`config.mk`:
```
export PLATFORM = sky130hd
export DESIGN_NAME = flght_cntrl_seq
export DESIGN_NICKNAME = d
export VERILOG_FILES = /design/src/rtl/flght_cntrl_seq.sv
export SDC_FILE = /design/constraint.sdc
export NUM_CORES = 1
export LEC_CHECK = 0
export CORE_ASPECT_RATIO = 0.7
export CORE_MARGIN = 8
export CORE_UTILIZATION = 65
export DETAILED_ROUTE_END_ITERATION = 16
export PLACE_DENSITY = 0.89
export SYNTH_ARGS = -nofsm -noshare
export SYNTH_HDL_FRONTEND = slang
export SYNTH_SLANG_ARGS = --single-unit
export TNS_END_PERCENT = 100
```
`constraint.sdc`:
```
create_clock -name clk -period 29.9 [get_ports clk]
set_input_delay 4.485 -clock clk [delete_from_list [all_inputs] [get_ports clk]]
set_output_delay 4.485 -clock clk [all_outputs]
set_load 0.01 [all_outputs]
```
`src/rtl/flght_cntrl_seq.sv`:
```
// flght_cntrl_seq: sequenced quad-rotor flight controller. A single PID datapath
// is time-shared over pitch, roll and yaw, and the three corrections are then
// mixed into four registered motor speeds.
// Optional integral term with anti-windup: define FLGHT_I_TERM_EN.
//
// state | meaning
// ------+----------------------------------------------------------
// IDLE  | waiting for vld; captures angles and thrust on vld
// PTCH  | pitch PID: latch correction, shift pitch error queue
// ROLL  | roll PID: latch correction, shift roll error queue
// YAW   | yaw PID: latch correction, shift yaw error queue
// MIX   | mix corrections into motor speeds, pulse spd_vld
module flght_cntrl_seq #(
  parameter int               D_QUEUE_DEPTH = 14,
  parameter int               ERR_W         = 10,
  parameter int               DDIFF_W       = 6,
  parameter int               P_COEFF       = 5,
  parameter int               D_COEFF       = 7,
  parameter int               I_SHIFT       = 6,
  parameter int               SPD_W         = 11,
  parameter logic [SPD_W-1:0] CAL_SPEED     = 11'h1B0,
  parameter logic [12:0]      MIN_RUN_SPEED = 13'h200
) (
  input  logic               clk,
  input  logic               rst_n,
  input  logic               vld,
  input  logic               inertial_cal,
  input  logic signed [15:0] d_ptch,
  input  logic signed [15:0] d_roll,
  input  logic signed [15:0] d_yaw,
  input  logic signed [15:0] ptch,
  input  logic signed [15:0] roll,
  input  logic signed [15:0] yaw,
  input  logic [8:0]         thrst,
  output logic [SPD_W-1:0]   frnt_spd,
  output logic [SPD_W-1:0]   bck_spd,
  output logic [SPD_W-1:0]   lft_spd,
  output logic [SPD_W-1:0]   rght_spd,
  output logic               spd_vld,
  output logic               busy
);

  typedef enum logic [2:0] {S_IDLE, S_PTCH, S_ROLL, S_YAW, S_MIX} state_t;

  localparam int                     CW      = 16;
  localparam logic signed [16:0]     ERR_MAX = 17'((1 << (ERR_W - 1)) - 1);
  localparam logic signed [16:0]     ERR_MIN = ~ERR_MAX;
  localparam logic signed [ERR_W:0]  DD_MAX  = (ERR_W + 1)'((1 << (DDIFF_W - 1)) - 1);
  localparam logic signed [ERR_W:0]  DD_MIN  = ~DD_MAX;
  localparam logic signed [CW-1:0]   P_C     = CW'(P_COEFF);
  localparam logic signed [CW-1:0]   D_C     = CW'(D_COEFF);
  localparam logic signed [13:0]     SPD_MAX = 14'((1 << SPD_W) - 1);

  state_t                   state_q, state_d;
  logic signed [15:0]       act_q [3], act_d [3];
  logic signed [15:0]       des_q [3], des_d [3];
  logic [8:0]               thrst_q, thrst_d;
  logic signed [ERR_W-1:0]  hist_q [3][D_QUEUE_DEPTH], hist_d [3][D_QUEUE_DEPTH];
  logic signed [12:0]       corr_q [3], corr_d [3];
  logic [SPD_W-1:0]         spd_q [4], spd_d [4];
  logic                     spd_vld_q, spd_vld_d;
  logic                     busy_q, busy_d;

  logic                     ax_act;
  logic [1:0]               ax;
  logic signed [16:0]       err_full;
  logic signed [ERR_W-1:0]  err_sat, q_old;
  logic signed [ERR_W:0]    dd_full;
  logic signed [DDIFF_W-1:0] dd_sat;
  logic signed [CW-1:0]     err_ext, dd_ext, pterm, dterm, iterm, corr_full;
  logic signed [13:0]       base, cp, cr, cy;

  // Unsigned clamp of a mixer sum onto the motor speed range.
  function automatic logic [SPD_W-1:0] usat(input logic signed [13:0] s);
    if (s < 0)             return '0;
    else if (s > SPD_MAX)  return '1;
    else                   return s[SPD_W-1:0];
  endfunction

  // Which axis the shared datapath works on this cycle.
  always_comb begin
    ax     = 2'd0;
    ax_act = 1'b0;
    case (state_q)
      S_PTCH:  begin ax = 2'd0; ax_act = 1'b1; end
      S_ROLL:  begin ax = 2'd1; ax_act = 1'b1; end
      S_YAW:   begin ax = 2'd2; ax_act = 1'b1; end
      default: ;
    endcase
  end

  // Shared P/D datapath on the selected axis.
  always_comb begin
    err_full = 17'(act_q[ax]) - 17'(des_q[ax]);
    if (err_full > ERR_MAX)      err_sat = ERR_MAX[ERR_W-1:0];
    else if (err_full < ERR_MIN) err_sat = ERR_MIN[ERR_W-1:0];
    else                         err_sat = err_full[ERR_W-1:0];

    q_old   = hist_q[ax][D_QUEUE_DEPTH-1];
    dd_full = (ERR_W + 1)'(err_sat) - (ERR_W + 1)'(q_old);
    if (dd_full > DD_MAX)      dd_sat = DD_MAX[DDIFF_W-1:0];
    else if (dd_full < DD_MIN) dd_sat = DD_MIN[DDIFF_W-1:0];
    else                       dd_sat = dd_full[DDIFF_W-1:0];

    err_ext = CW'(err_sat);
    dd_ext  = CW'(dd_sat);
    pterm   = (err_ext * P_C) >>> 3;
    dterm   = dd_ext * D_C;
  end

`ifdef FLGHT_I_TERM_EN
  logic signed [15:0] acc_q [3], acc_d [3];
  logic signed [16:0] acc_sum;
  logic signed [15:0] acc_new;
  logic               acc_clr;

  // Saturating integrator; cleared while calibrating or with zero thrust.
  always_comb begin
    acc_clr = inertial_cal || (thrst == 9'd0);
    acc_sum = 17'(acc_q[ax]) + 17'(err_sat);
    if (acc_sum > 17'sd32767)       acc_new = 16'sh7FFF;
    else if (acc_sum < -17'sd32768) acc_new = 16'sh8000;
    else                            acc_new = acc_sum[15:0];
    iterm = acc_clr ? '0 : CW'(acc_new >>> I_SHIFT);
    acc_d = acc_q;
    if (acc_clr) begin
      for (int a = 0; a < 3; a++) acc_d[a] = '0;
    end else if (ax_act) begin
      acc_d[ax] = acc_new;
    end
  end

  // Integrator registers.
  always_ff @(posedge clk or negedge rst_n) begin
    if (!rst_n) begin
      for (int a = 0; a < 3; a++) acc_q[a] <= '0;
    end else begin
      acc_q <= acc_d;
    end
  end
`else
  assign iterm = '0;
`endif

  // Sequencer next-state, queue shift, correction latch and mixer.
  always_comb begin
    state_d   = state_q;
    act_d     = act_q;
    des_d     = des_q;
    thrst_d   = thrst_q;
    hist_d    = hist_q;
    corr_d    = corr_q;
    spd_d     = spd_q;
    spd_vld_d = 1'b0;
    corr_full = pterm + dterm + iterm;
    base      = $signed({1'b0, MIN_RUN_SPEED}) + $signed({5'd0, thrst_q});
    cp        = 14'(corr_q[0]);
    cr        = 14'(corr_q[1]);
    cy        = 14'(corr_q[2]);

    case (state_q)
      S_IDLE: begin
        if (vld) begin
          act_d[0] = ptch;   act_d[1] = roll;   act_d[2] = yaw;
          des_d[0] = d_ptch; des_d[1] = d_roll; des_d[2] = d_yaw;
          thrst_d  = thrst;
          state_d  = S_PTCH;
        end
      end
      S_PTCH: state_d = S_ROLL;
      S_ROLL: state_d = S_YAW;
      S_YAW:  state_d = S_MIX;
      S_MIX: begin
        spd_d[0]  = usat(base - cp - cy);
        spd_d[1]  = usat(base + cp - cy);
        spd_d[2]  = usat(base - cr + cy);
        spd_d[3]  = usat(base + cr + cy);
        spd_vld_d = 1'b1;
        state_d   = S_IDLE;
      end
      default: state_d = S_IDLE;
    endcase

    if (ax_act) begin
      for (int i = D_QUEUE_DEPTH - 1; i > 0; i--) hist_d[ax][i] = hist_q[ax][i-1];
      hist_d[ax][0] = err_sat;
      corr_d[ax]    = corr_full[12:0];
    end

    busy_d = (state_d != S_IDLE);
  end

  // All sequencer state; reset drops any partially computed update.
  always_ff @(posedge clk or negedge rst_n) begin
    if (!rst_n) begin
      state_q   <= S_IDLE;
      thrst_q   <= '0;
      spd_vld_q <= 1'b0;
      busy_q    <= 1'b0;
      for (int a = 0; a < 3; a++) begin
        act_q[a]  <= '0;
        des_q[a]  <= '0;
        corr_q[a] <= '0;
        for (int i = 0; i < D_QUEUE_DEPTH; i++) hist_q[a][i] <= '0;
      end
      for (int m = 0; m < 4; m++) spd_q[m] <= '0;
    end else begin
      state_q   <= state_d;
      act_q     <= act_d;
      des_q     <= des_d;
      thrst_q   <= thrst_d;
      hist_q    <= hist_d;
      corr_q    <= corr_d;
      spd_q     <= spd_d;
      spd_vld_q <= spd_vld_d;
      busy_q    <= busy_d;
    end
  end

  assign frnt_spd = inertial_cal ? CAL_SPEED : spd_q[0];
  assign bck_spd  = inertial_cal ? CAL_SPEED : spd_q[1];
  assign lft_spd  = inertial_cal ? CAL_SPEED : spd_q[2];
  assign rght_spd = inertial_cal ? CAL_SPEED : spd_q[3];
  assign spd_vld  = spd_vld_q;
  assign busy     = busy_q;

endmodule

```
### Word-level counts from Yosys, hierarchy flattened

Index checks and enable logic that the tools add are counted.

* $add $sub $neg: 12
* multipliers: 2
* div/mod/pow operators: 0
* order comparisons: 14
* equality and inequality tests: 4
* shift operators: 0
* muxes and demuxes: 75
* bitwise operators: 1
* reductions and logical operators: 5

Operator list (number)
* 420-bit bitwise mux: 14
* 140-bit demux with 2-bit select: 14
* 140-bit 2-to-1 mux: 3
* 140-bit binary-select mux with 2-bit select: 1
* 11-bit 2-to-1 mux: 12
* 130-bit 2-to-1 mux: 1
* 120-bit 2-to-1 mux: 1
* 110-bit 2-to-1 mux: 1
* 100-bit 2-to-1 mux: 1
* 90-bit 2-to-1 mux: 1
* 80-bit 2-to-1 mux: 1
* 70-bit 2-to-1 mux: 1
* 16-bit binary-select mux with 2-bit select: 2
* 16-bit 2-to-1 mux: 4
* 60-bit 2-to-1 mux: 1
* 14-bit by 12-bit > comparator with 1-bit output (second input constant): 4
* 14-bit by 1-bit < comparator with 1-bit output (second input constant): 4
* 50-bit 2-to-1 mux: 1
* 40-bit 2-to-1 mux: 1
* 39-bit bitwise mux: 1
* 10-bit 2-to-1 mux: 3
* 30-bit 2-to-1 mux: 1
* 12-bit by 13-bit adder with 14-bit output: 2
* 14-bit by 13-bit adder with 14-bit output: 2
* other kinds (31): 36

* bits in registers: 613
* bits in latches: 0
* memory bits (writable): 0
* memory bits (read-only): 0
* bits of input ports: 109
* output and inout bits: 46
* logic and storage cells: 172
* memories: 0

### Logic depth before layout (Yosys ltp)

* depth in word-level cells: 21
* depth in mapped cells: 48
* depth with buffers taken out: 45

### Least setup slack after synthesis

OpenSTA, ideal clock, no wires.

* path kind: reg2reg
* start point: register state_q[0]
* end point: register corr_q[24] (netlist name)
* library setup time: 0.134 ns
* arrival time: 9.839 ns
* data required time: 29.766 ns
* path slack: 19.927 ns
* stages on the path, launching flop included: 47
* path buffers: 2
* period minus slack after synthesis: 9.973 ns
* cells stage by stage: dfrtp_1 buf_1 clkbuf_1 mux2i_1 nor2_1 a21oi_1 ha_1 inv_1 fa_1 a21oi_1 o2111ai_2 and4_1 or4b_4 or3_1 o41ai_4 o21ai_0 inv_1 ha_1 (+11 left out) ha_1 xor2_1 ha_1 inv_1 fa_1 inv_1 ha_1 nor2b_1 o21ai_0 a21oi_1 o21ai_0 a21oi_1 o21ai_0 nand2b_1 a21o_1 a21oi_1 xnor2_1 o21ai_0

* word-level cells in the longest chain between the ends: 17

Ends and longest elaborated chain
* from (decl): line 54 `state_t state_q, state_d;`
* from (signal assigned): line 208 `state_q <= state_d;`
* 3-bit by 2-bit equality test with 1-bit output: line 84 `case (state_q)`
* 2-bit case mux with 2 select lines: line 84
* 2-bit inverter with 3-bit output (not written as such): line 94, 99, 187
* 16-bit binary-select mux with 2-bit select: line 94 `err_full = 17'(act_q[ax]) - 17'(des_q[ax]);`
* 16-bit 2-to-1 mux (not written as such) (2 in series): line 94
* 16-bit by 16-bit subtractor with 17-bit output: line 94
* 17-bit by 10-bit < comparator with 1-bit output: line 96 `else if (err_full < ERR_MIN) err_sat = ERR_MIN[ERR_W-1:0];`
* 10-bit 2-to-1 mux: line 96
* 10-bit 2-to-1 mux: line 95 `if (err_full > ERR_MAX) err_sat = ERR_MAX[ERR_W-1:0];`
* 10-bit by 10-bit subtractor with 11-bit output: line 100 `dd_full = (ERR_W + 1)'(err_sat) - (ERR_W + 1)'(q_old);`
* 11-bit by 6-bit < comparator with 1-bit output: line 102 `else if (dd_full < DD_MIN) dd_sat = DD_MIN[DDIFF_W-1:0];`
* 6-bit 2-to-1 mux: line 102
* 6-bit 2-to-1 mux: line 101 `if (dd_full > DD_MAX) dd_sat = DD_MAX[DDIFF_W-1:0];`
* 6-bit by 4-bit multiplier with 10-bit output: line 108 `dterm = dd_ext * D_C;`
* 11-bit by 10-bit adder with 12-bit output: line 155 `corr_full = pterm + dterm + iterm;`
* 39-bit bitwise mux: line 187 `corr_d[ax] = corr_full[12:0];`
* to (signal assigned): line 213 `corr_q <= corr_d;`
* to (decl): line 59 `logic signed [12:0] corr_q [3], corr_d [3];`

Parallel ways exist; a longest one is shown, timed or not. The select of a mux whose other input is x is not followed.
A chain may end at the register's enable or synchronous reset.

### Worst setup path after layout

* start point: register state_q[2]
* end point: register corr_q[24] (netlist name)

The elaborated chain is that of the path after synthesis.

==> summary.txt <==
Outcome
  – Outcome: complete, no violations

Run
  – Max_cap viols: 0

STA
  – Tcrit/Tclk final: 37.44%
  – Crit path time final: 11.19 ns
  – Worst-Margin Slew: 1.163 ns
  – Final setup violation count: 0
  – Clock Skew: 0.01712 ns
  – Rel. slew slack: 22.27%
  – RSZ-0062 raised after global routing: false
  – Pins Over Slew Limit: 0
  – Setup TNS Final: 0 ns
  – Endpoints failing hold: 0
  – Peak Freq: 89.33 MHz

Routing
  – DR WL/cell: 17.24 µm
  – First-pass iteration count of the detailed router: 8
  – Iter 0 DRT Violations: roughly 2,000
  – Antenna Violating Nets Remaining: 0
  – DR vias: 22,203
  – Residual DRC: 0
  – WL final: ~70,000 µm
  – Drt via density: 5.572

Yosys
  – Syn_area_per_cell: 9.179 µm²
  – Top-area cell type share of the netlist area: 51.10%
  – Number of synthesized flops with an enable pin: 0
  – Register area share after synthesis: between 50% and 60%
  – Syn. warnings: 0
  – Count of state elements after synthesis: 610
  – Syn Nets: between 3,000 and 4,000
  – Main synth FF type: dfrtp_1
  – Netlist cell types: 68
  – Fraction of registers with async set/reset: 100.0%
  – Post-Syn Area: ~30,000 µm²
  – Commonest cells post-synth: nand2_1 (1,330), dfrtp_1 (610), inv_1 (180), o21ai_0 (146), clkbuf_1 (138)
  – Most frequent cell after synthesis: nand2_1
  – Largest cells by area after synthesis: dfrtp_1 (51%), nand2_1 (17%), ha_1 (5.7%)
  – Synth Instances: between 3,000 and 4,000
  – Largest area contributor in the netlist: dfrtp_1

Worst setup path
  – Reg2Reg Setup Slack: 18.71 ns
  – Reg-to-Reg Start: state_q[2]
  – CP startpoint kind: register
  – Crit Path Max Fanout: 46
  – Reg2reg end: corr_q[24]
  – Data arrival, critical path: 11.62 ns
  – Crit end category: register
  – Worst path slowest cell: nand2b_2
  – Max stage delay on crit path: around 0.67 ns
  – Critical path class: reg2reg
  – CP most frequent cell: a21oi_1
  – R2R cell count: between 40 and 50
  – Data required, critical path: 30.33 ns

Hold path
  – Hold Startpoint: hist_q[138]
  – Hold Crit Class: reg2reg
  – Hold Path Depth: 2
  – WHS Endpoint: hist_q[128]

Clocking
  – Root Driver: clkbuf_16
  – TritonCTS clock tree: yes
  – Clk pin slew, worst setup/hold paths: 0.07 ns
  – Total CTS buffers: 54
  – # clock sinks: 610
  – Clock tree buffer depth: 3
  – Postcts setup bufs: 0
  – Cts hold-fix bufs: 0
  – Insertion delay to the later sink of the worst-skew pair: 0.60 ns
  – Post-CTS Resized: 0
  – H-Tree Depth: 2

Cells and area
  – Layout cell share with drive strength beyond 1: 7.303%
  – Final #Nets: 3,630
  – Diode count: 0
  – Synth-to-layout area growth: 12.44%

Die
  – Ports: 155
  – Initial Util: between 60% and 70%
  – Die Width: ~270 µm
  – Total Die Area: 53,180 µm²
  – Row count: 65
  – Core Region: 45,220 µm²
  – Die height: 195.4 µm

Global routing
  – GRT Total Usage: 25.65%
  – First-pass GRT wire length: 113,100 µm
  – Grt ovf: 0
  – Vias in the first global route: 22,431
  – Largest net degree at the start of global routing: approximately 180
  – Initial antenna violation count: 0

Place
  – Half-perimeter wire length after placement: 46,340 µm
  – Routability cong.: about 0.90
  – # port buffers: 154
## layer usage
layer / share of wire (%) / up-vias / global-route usage (%)
met5: 0 / - / 0
met4: 2.5 / 0 / 6.615
met3: 6.1 / 133 / 4.553
met2: 47 / 620 / 41.74
met1: 45 / 10886 / 35.66
li1: - / 10564 / -
## area by class of cell
class                           count  area (µm²)
Inverter                          182       685.7
Clock inverter                     23       252.7
Clock buffer                       76        1494
Fill cell                        3049       11630
Sequential cell                   610       15270
Multi-Input combinational cell   2316       13410
Timing Repair Buffer              175        1724
Tap cell                          603       754.5
## cell usage in the layout, fill, tap and decap left out, drive strengths merged, types with 20 or more instances in the layout
cell type / instances
a21o: 20
a21oi: 94
a221o: 22
buf: 23
clkbuf: 76
clkdlybuf4s50: 152
dfrtp: 610
fa: 47
ha: 135
inv: 182
mux2: 97
mux2i: 44
nand2: 1330
nor2: 69
nor2b: 39
o21ai: 151
or2: 24
xnor2: 55
## worst max path at each step
stage | from | endpoint | slack [ns] | cells after the start
3_5_place_dp | inertial_cal | lft_spd[7] | 18.70 | 3
3_3_place_gp | inertial_cal | lft_spd[4] | 18.89 | 3
4_1_cts | inertial_cal | lft_spd[7] | 18.70 | 3
2_1_floorplan | state_q[0] | corr_q[24] | 19.93 | 46
6_report | state_q[2] | corr_q[24] | 18.71 | 41
5_1_grt | state_q[2] | corr_q[24] | 17.88 | 41
## flip-flops by register name, indices dropped and copies added (netlist names)
| signal | flops |
|---|---|
| act_q | 48 |
| busy | 1 |
| corr_q | 36 |
| des_q | 48 |
| hist_q | 420 |
| spd_q | 44 |
| spd_vld | 1 |
| state_q | 3 |
| thrst_q | 9 |
## per-stage QoR
stage	instances	hold WS [ns]	setup WS, ns	cell area, µm²	util (%)
after CTS	3985	0.4562	18.70	33590	74.29
after global placement	3886	0.4463	18.89	31840	70.42
after global routing	3985	0.4730	17.88	33590	74.28
final	3985	0.4565	18.71	33590	74.28
after detailed placement	3886	0.4479	18.70	31840	70.42
after floorplan	3254	0.4305	19.93	29870	-
## worst max-delay path: cells and delay by family (launching register included)
family                   cells  cell delay, ns
AO/OA/AOI/OAI               20            4.33
adder cells (fa/ha/maj)      7            2.59
AND/OR/NAND/NOR              7            2.35
buffers and inverters        4            0.68
XOR/XNOR                     3            0.57
flip-flops                   1            0.47
## kinds of logic (layout without fill, tap and decap cells)
group                    Yosys count  count (layout)  synth area share (%)
AND/OR/NAND/NOR                 1543            1543                 20.54
flip-flops                       610             610                 51.10
AO/OA/AOI/OAI                    377             377                 8.101
buffers and inverters            328             456                 4.126
adder cells (fa/ha/maj)          182             182                 8.805
multiplexers                     141             141                 5.131
XOR/XNOR                          73              73                 2.191
Power is left out: the tool's default activity adds up to more than one toggle a clock period on the data nets, which glitch-free logic cannot reach.
